$ cat src/rtl/io_tx_buffer_if.sv
// io_tx_buffer_if: CPU write bus plus UART byte stream seen by io_tx_buffer.
// master = CPU/UART side driving the buffer, slave = the buffer itself.
interface io_tx_buffer_if;
    logic        rdy_in;
    logic [31:0] mem_a;
    logic [7:0]  mem_dout;
    logic        mem_wr;
    logic        io_buffer_full;
    logic [7:0]  tx_data;
    logic        tx_valid;
    logic        tx_ready;

    modport master (
        output rdy_in,
        output mem_a,
        output mem_dout,
        output mem_wr,
        output tx_ready,
        input  io_buffer_full,
        input  tx_data,
        input  tx_valid
    );

    modport slave (
        input  rdy_in,
        input  mem_a,
        input  mem_dout,
        input  mem_wr,
        input  tx_ready,
        output io_buffer_full,
        output tx_data,
        output tx_valid
    );
endinterface

$ cat src/rtl/io_tx_buffer.sv
// io_tx_buffer: byte transmit FIFO between the CPU I/O window and the UART.
// Data writes to offset 0 queue non-NUL bytes; a write to offset 4 drains the
// FIFO, sends a terminating NUL and halts until reset.
// Optional feature macro: IO_TX_STATS_EN (enables the tx_count byte counter).
//
// state     | meaning
// ----------+-----------------------------------------------------------
// RUN       | normal operation, CPU data writes are queued
// DRAIN     | stop requested, FIFO emptying, new writes ignored
// SEND_NUL  | FIFO empty, presenting 0x00 to the UART
// HALTED    | NUL accepted, prog_stop high, only reset leaves
//
// DEPTH must be a power of two and at least 4; FULL_MARGIN below DEPTH.
module io_tx_buffer #(
    parameter int DEPTH       = 16,
    parameter int FULL_MARGIN = 2
) (
    input  logic            clk_in,
    input  logic            rst_in,
    io_tx_buffer_if.slave   bus,
    output logic            prog_stop,
    output logic            overflow,
    output logic [31:0]     tx_count
);

    localparam int ADDR_W = $clog2(DEPTH);
    localparam logic [ADDR_W:0] DEPTH_V  = (ADDR_W + 1)'(DEPTH);
    localparam logic [ADDR_W:0] MARGIN_V = (ADDR_W + 1)'(FULL_MARGIN);

    localparam logic [1:0] ST_RUN      = 2'd0;
    localparam logic [1:0] ST_DRAIN    = 2'd1;
    localparam logic [1:0] ST_SEND_NUL = 2'd2;
    localparam logic [1:0] ST_HALTED   = 2'd3;

    logic [1:0]      state;
    logic [1:0]      state_nxt;
    logic [ADDR_W:0] wr_ptr;
    logic [ADDR_W:0] rd_ptr;
    logic [ADDR_W:0] wr_ptr_nxt;
    logic [ADDR_W:0] rd_ptr_nxt;
    logic [ADDR_W:0] count_nxt;
    logic [ADDR_W:0] free_nxt;
    logic [7:0]      fifo_mem [DEPTH];

    logic empty;
    logic full;
    logic io_wr;
    logic data_wr;
    logic stop_wr;
    logic drain_phase;
    logic fifo_pop;
    logic push_ok;
    logic drop;
    logic nul_done;
    logic buf_full_r;
    logic buf_full_nxt;
    logic unused_addr;

    // Only the window select and the offset bits take part in decode.
    assign unused_addr = ^{bus.mem_a[31:18], bus.mem_a[15:3]};

    assign empty = (wr_ptr == rd_ptr);
    assign full  = (wr_ptr[ADDR_W] != rd_ptr[ADDR_W]) &&
                   (wr_ptr[ADDR_W-1:0] == rd_ptr[ADDR_W-1:0]);

    assign io_wr   = bus.rdy_in && bus.mem_wr && (bus.mem_a[17:16] == 2'b11);
    assign data_wr = io_wr && (bus.mem_a[2:0] == 3'd0) &&
                     (bus.mem_dout != 8'h00) && (state == ST_RUN);
    assign stop_wr = io_wr && (bus.mem_a[2:0] == 3'd4) && (state == ST_RUN);

    // FIFO head is presented to the UART only while the queue is live.
    assign drain_phase = (state == ST_RUN) || (state == ST_DRAIN);
    assign fifo_pop    = drain_phase && !empty && bus.tx_ready;
    assign nul_done    = (state == ST_SEND_NUL) && bus.tx_ready;

    // A push into a full FIFO still fits if the head leaves in the same cycle.
    assign push_ok = data_wr && (!full || fifo_pop);
    assign drop    = data_wr && full && !fifo_pop;

    // Next pointer values, shared by the pointer registers and the full flag.
    always_comb begin
        wr_ptr_nxt = wr_ptr;
        rd_ptr_nxt = rd_ptr;
        if (push_ok) begin
            wr_ptr_nxt = wr_ptr + 1'b1;
        end
        if (fifo_pop) begin
            rd_ptr_nxt = rd_ptr + 1'b1;
        end
    end

    // Stop sequencing: drain, send NUL, halt.
    always_comb begin
        state_nxt = state;
        case (state)
            ST_RUN: begin
                if (stop_wr) begin
                    state_nxt = ST_DRAIN;
                end
            end
            ST_DRAIN: begin
                if (empty) begin
                    state_nxt = ST_SEND_NUL;
                end
            end
            ST_SEND_NUL: begin
                if (bus.tx_ready) begin
                    state_nxt = ST_HALTED;
                end
            end
            default: state_nxt = ST_HALTED;
        endcase
    end

    // Back-pressure from the post-edge occupancy so it is a clean register.
    always_comb begin
        count_nxt    = wr_ptr_nxt - rd_ptr_nxt;
        free_nxt     = DEPTH_V - count_nxt;
        buf_full_nxt = (free_nxt <= MARGIN_V) || (state_nxt != ST_RUN);
    end

    // Control state, pointers and sticky status flags.
    always_ff @(posedge clk_in or negedge rst_in) begin
        if (!rst_in) begin
            state      <= ST_RUN;
            wr_ptr     <= '0;
            rd_ptr     <= '0;
            buf_full_r <= 1'b0;
            overflow   <= 1'b0;
            prog_stop  <= 1'b0;
        end else begin
            state      <= state_nxt;
            wr_ptr     <= wr_ptr_nxt;
            rd_ptr     <= rd_ptr_nxt;
            buf_full_r <= buf_full_nxt;
            if (drop) begin
                overflow <= 1'b1;
            end
            if (nul_done) begin
                prog_stop <= 1'b1;
            end
        end
    end

    // Byte storage; contents are don't-care until the pointers cover them.
    always_ff @(posedge clk_in) begin
        if (push_ok) begin
            fifo_mem[wr_ptr[ADDR_W-1:0]] <= bus.mem_dout;
        end
    end

    assign bus.tx_valid       = (drain_phase && !empty) || (state == ST_SEND_NUL);
    assign bus.tx_data        = (drain_phase && !empty) ? fifo_mem[rd_ptr[ADDR_W-1:0]] : 8'h00;
    assign bus.io_buffer_full = buf_full_r;

`ifdef IO_TX_STATS_EN
    logic [31:0] tx_count_r;

    // Count every byte the UART takes, the closing NUL included.
    always_ff @(posedge clk_in or negedge rst_in) begin
        if (!rst_in) begin
            tx_count_r <= 32'h0;
        end else if (fifo_pop || nul_done) begin
            tx_count_r <= tx_count_r + 32'd1;
        end
    end

    assign tx_count = tx_count_r;
`else
    assign tx_count = 32'h0;
`endif

endmodule

$ cat src/flat_wrapper.sv
// flat-port wrapper written by rule: the top's interface ports become plain ports
module io_tx_buffer_flat 
#(
    parameter int DEPTH       = 16,
    parameter int FULL_MARGIN = 2
)
  (clk_in, rst_in, prog_stop, overflow, tx_count, bus_rdy_in, bus_mem_a, bus_mem_dout, bus_mem_wr, bus_tx_ready, bus_io_buffer_full, bus_tx_data, bus_tx_valid);
  io_tx_buffer_if bus_i ();
  input  logic clk_in;
  input  logic rst_in;
  output logic prog_stop;
  output logic overflow;
  output logic [31:0] tx_count;
  input wire logic [$bits(bus_i.rdy_in)-1:0] bus_rdy_in;
  input wire logic [$bits(bus_i.mem_a)-1:0] bus_mem_a;
  input wire logic [$bits(bus_i.mem_dout)-1:0] bus_mem_dout;
  input wire logic [$bits(bus_i.mem_wr)-1:0] bus_mem_wr;
  input wire logic [$bits(bus_i.tx_ready)-1:0] bus_tx_ready;
  output wire logic [$bits(bus_i.io_buffer_full)-1:0] bus_io_buffer_full;
  output wire logic [$bits(bus_i.tx_data)-1:0] bus_tx_data;
  output wire logic [$bits(bus_i.tx_valid)-1:0] bus_tx_valid;
  assign bus_i.rdy_in = bus_rdy_in;
  assign bus_i.mem_a = bus_mem_a;
  assign bus_i.mem_dout = bus_mem_dout;
  assign bus_i.mem_wr = bus_mem_wr;
  assign bus_i.tx_ready = bus_tx_ready;
  assign bus_io_buffer_full = bus_i.io_buffer_full;
  assign bus_tx_data = bus_i.tx_data;
  assign bus_tx_valid = bus_i.tx_valid;
  io_tx_buffer #(.DEPTH(DEPTH), .FULL_MARGIN(FULL_MARGIN)) u_core (.clk_in(clk_in), .rst_in(rst_in), .bus(bus_i), .prog_stop(prog_stop), .overflow(overflow), .tx_count(tx_count));
endmodule
$ cat config.mk
export PLATFORM = sky130hd
export DESIGN_NAME = io_tx_buffer_flat
export DESIGN_NICKNAME = d
export VERILOG_FILES = /design/src/rtl/io_tx_buffer_if.sv /design/src/rtl/io_tx_buffer.sv /design/src/flat_wrapper.sv
export SDC_FILE = /design/constraint.sdc
export NUM_CORES = 1
export LEC_CHECK = 0
export ABC_AREA = 1
export CAP_MARGIN = 0
export CORE_ASPECT_RATIO = 0.6
export CORE_UTILIZATION = 59
export CTS_CLUSTER_DIAMETER = 120
export DETAILED_ROUTE_END_ITERATION = 10
export PLACE_DENSITY = 0.85
export RECOVER_POWER = 100
export SYNTH_ARGS = -nofsm -noshare
export SYNTH_HDL_FRONTEND = slang
export SYNTH_SLANG_ARGS = --single-unit
$ cat constraint.sdc
create_clock -name clk_in -period 5.9 [get_ports clk_in]
set_input_delay 1.18 -clock clk_in [delete_from_list [all_inputs] [get_ports clk_in]]
set_output_delay 1.18 -clock clk_in [all_outputs]
set_load 0.02 [all_outputs]
==> Implementation_results.wiki <==
{| class="wikitable"
! Metric !! Value
|-
| Combinational share of power || 0.368
|-
| Final ANT Viol Nets || 0
|-
| Core box area || 10600 µm²
|-
| Die Area || approximately 11000 µm²
|-
| Syn_area_per_cell || around 12 µm²
|-
| Summed negative setup slack over all endpoints || 0 ns
|-
| Port bufs || 29
|-
| Reported net switching power || between 1000 and 1500 µW
|-
| Antenna violations before repair || 1
|-
| Number of diodes added for antenna fixing || 0
|-
| Final Total Pwr || about 3500 µW
|-
| Number of slew-limit violations in the final report || 0
|-
| Netlist Area Pre-Place || around 6500 µm²
|-
| Filler cell count in the final layout || ~700
|-
| Via-to-Cell Ratio || a little over 6
|-
| Relative slew margins || 0.3760
|-
| Register clock-pin slew on the reported worst setup and hold paths || around 0.060 ns
|-
| Pint || around 2200 µW
|-
| Met3 track utilization from global routing || 0.06899
|-
| Worst slack at placement || 1.375 ns
|-
| Area of combinational cells with multiple inputs || 1859 µm²
|-
| Worst path bufs/invs || 4
|-
| Number of cells produced by synthesis || 557
|-
| Simple-Gate Fraction of Synth Area || 0.1242
|-
| Slew at the pin closest to its max-slew limit || 0.9325 ns
|-
| Sequential fraction of the synthesis area || 0.6534
|-
| Minimum period implied by the final worst setup slack || between 4 and 5 ns
|-
| Count of unique library cells instantiated by Yosys || 32
|-
| Cell type contributing the most total cell area after synthesis || edfxtp_1
|-
| IR drop worst, VDD || ~0.57 mV
|-
| Post-layout nets || about 650
|-
| Flip-flop and latch count after synthesis || between 100 and 150
|-
| Cells along the critical path || dlygate4sd3_1 -> clkbuf_1 -> nor2_1 -> nand2_1 -> nor2_1 -> nor3_1 -> nand2_4 -> inv_1 -> nand3_1 -> nand2_1 -> inv_1 -> ha_1 -> ha_1 -> nand3_1 -> nand2_1 -> xor2_1 -> nand3_1 -> nand3_1 -> nand2_1
|-
| Overall overflow remaining after global route || 0
|-
| Cell with the largest stage delay on the worst path || clkbuf_1
|-
| Row Count || 29
|-
| Total via count after detailed routing || around 4.5k
|-
| Top cell family by delay on the critical path || simple AND/OR/NAND/NOR gates
|-
| Clock tree sinks || about 140
|-
| Worst setup EP type || register
|-
| WP data required || between 6 and 7 ns
|-
| Final Wtd Congestion || about 0.9
|-
| # hold bufs at CTS || 0
|-
| Setup repair after global routing missed its margin || false
|-
| Largest cells by area after synthesis || edfxtp_1 (60%), nand2_1 (7.9%), dfrtp_1 (5.8%)
|-
| Power density over cell area || between 400 and 500 nW/µm²
|-
| Compound-cell area share of the yosys netlist || 0.1102
|-
| Peak Freq || ~210 MHz
|-
| Clock tree from TritonCTS || done
|-
| Xor and xnor area share after synthesis || 0.01221
|-
| Count of unresolved DRC violations after routing || 0
|-
| Via count of the first global-routing pass || roughly 4.4k
|-
| End-of-flow core utilization || 0.6899
|-
| GR Util met1 || 0.3988
|-
| Number of buffers added by the clock tree synthesis step || 17
|-
| Largest incremental delay on the critical path || ~0.7 ns
|-
| Die height || 83.04 µm
|-
| Chip width || 137.1 µm
|-
| Crit Path Max Fanout || 17
|-
| Total global routing track utilization || 0.2867
|-
| Clock group share of total power || 0.300
|-
| Cell at the root of the clock tree || clkbuf_16
|-
| Yosys Warn Count || 0
|-
| Drt total wl || approximately 15 mm
|-
| Worst endpoint data arrival time || 5.06 ns
|-
| Tcrit/Tclk final || 0.8071
|-
| Met2 global-route usage || 0.4435
|-
| Setup repair bufs after CTS || 0
|-
| HPWL after detailed placement || ~9.5 mm
|-
| Share of layout cells above drive strength 1 || 0.08444
|-
| First-pass DRT Iterations || 6
|-
| Setup ws final || 1.138 ns
|-
| Multiplexer fraction of the synthesized cell area || 0
|-
| Number of H-tree levels || 4
|-
| Global-route wire length before repair || around 23 mm
|-
| Grt peak-use layer || met2
|-
| Final count of negative-setup-slack endpoints || 0
|-
| Path class of the lowest-slack min-delay path || reg -> reg
|-
| Area taken by flip-flops and latches || 4220 µm²
|-
| Share of total power in sequential cells || 0.332
|-
| Wirelength per Cell || roughly 21 µm
|-
| Area overhead of the layout relative to synthesis || 13.20%
|-
| Initial DRC Count || between 600 and 700
|-
| Buffer levels on the longest clock path || 2
|-
| Insertion delay to the later sink of the worst-skew pair || 0.42 ns
|-
| Pin count of the biggest net entering global routing || 68
|-
| Final hold vios || 0
|-
| Adder-cell area share of the yosys netlist || 0.02635
|-
| Number of gates resized after cts || 0
|-
| Initial core utilization || 0.6095
|-
| Status || complete, no violations
|-
| I/O pin count || slightly below 90
|-
| Switching share of power || 0.3742
|-
| Max-cap check violation count || 0
|-
| CP Launch Type || input port
|-
| Final setup skew || about 0.0075 ns
|-
| Top cell type's share of synthesized area || 0.5952
|-
| Combinational family with the most area after synthesis || simple AND/OR/NAND/NOR gates
|-
| Pleak || between 0.002 and 0.003 µW
|-
| Critical path class || in -> reg
|}
## cell usage in the layout, fill, tap and decap left out, drive strengths merged
master	n
o21ai	17
nand2	142
nand4	2
buf	4
nor2	27
nor3	2
xor2	7
conb	32
o21bai	1
inv	35
xnor2	2
or2	1
clkinv	4
clkdlybuf4s50	7
bufinv	2
a32o	11
clkinvlp	5
a21oi	54
nand3	16
a311oi	5
a22oi	21
dfrtp	15
edfxtp	128
a211oi	3
clkbuf	25
o2111ai	1
fa	1
ha	12
dlygate4sd3	22
## cells in the mapped netlist, drive strengths merged
cell / n
ha: 12
a311oi: 5
a21oi: 54
o21ai: 17
edfxtp: 128
nor3: 2
a32o: 11
nand2: 142
o21bai: 1
a22oi: 21
nand4: 2
o2111ai: 1
nand3: 16
dfrtp: 15
inv: 33
a211oi: 3
fa: 1
xor2: 7
or2: 1
clkbuf: 5
nor2: 27
buf: 50
xnor2: 2
conb: 1
## power by group through the flow
stage / clock network (µW) / registers, µW / logic [µW]
after floorplan: 0 / 1180 / 893
after global placement: 0 / 1190 / 1230
after detailed placement: 0 / 1190 / 1280
after CTS: 1060 / 1170 / 1300
after global routing: 1100 / 1180 / 1400
final: 1060 / 1170 / 1300
## stage by stage
step	instances	hold WS, ns	area (µm²)
after floorplan	588	0.5128	6574
after global placement	711	0.4535	6766
after detailed placement	711	0.4727	6766
after CTS	743	0.4813	7356
after global routing	743	0.5046	7310
final	743	0.4783	7310
## worst paths after layout
kind / end / slack [ns] / cells after the start / start
min in group asynchronous: u_core.prog_stop / 1.28 / 1 / rst_in
worst max register to register: u_core.bus.io_buffer_full / 1.97 / 19 / u_core.rd_ptr[1]
worst min register to register: u_core.prog_stop / 0.48 / 2 / u_core.prog_stop
worst min-delay path: u_core.prog_stop / 0.48 / 2 / u_core.prog_stop
max in group asynchronous: u_core.rd_ptr[0] / 4.09 / 1 / rst_in
worst max-delay path: u_core.bus.io_buffer_full / 1.14 / 19 / bus_mem_dout[3]
## logic make-up after synthesis
| family | count (synthesis) |
|---|---|
| fa+ha+maj | 13 |
| simple gates | 190 |
| compound gates | 113 |
| other cells | 1 |
| flops | 143 |
| xor+xnor | 9 |
| buf+inv | 88 |
## flip-flops by register name, indices dropped and copies added (netlist names)
register	count
u_core.wr_ptr	5
u_core.overflow	1
u_core.prog_stop	1
u_core.bus.io_buffer_full	1
u_core.state	2
u_core.rd_ptr	5
u_core.fifo_mem	128
## worst register-to-register path, stage by stage, from the launching register on
cell and delay [ns]:
dfrtp_1 0.37, buf_4 0.24, inv_2 0.68, nand2_1 0.10, nand2_1 0.10, nor2_1 0.06, nand3_1 0.16, nand3_1 0.22
inv_1 0.18, nand4_1 0.14, xor2_1 0.19, inv_1 0.08, ha_1 0.29, ha_1 0.34, a21oi_1 0.16, nand2_1 0.08
xor2_1 0.18, nand3_1 0.10, nand3_1 0.08, nand2_1 0.05
## cell type report
type | instances | share of cell area
flip-flops and latches | 143 | 0.5774
multi-input cells | 357 | 0.2544
clock buffers | 19 | 0.06197
repair buffers | 39 | 0.04690
well taps | 139 | 0.02379
clock inverters | 13 | 0.01866
inverters | 33 | 0.01695
## metal layers
layer / share of wire / up-vias
met5: 0 / -
met4: 0.020 / 0
met3: 0.11 / 40
met2: 0.47 / 290
met1: 0.40 / 2213
li1: - / 1973
(Power assumes the default switching activity.)
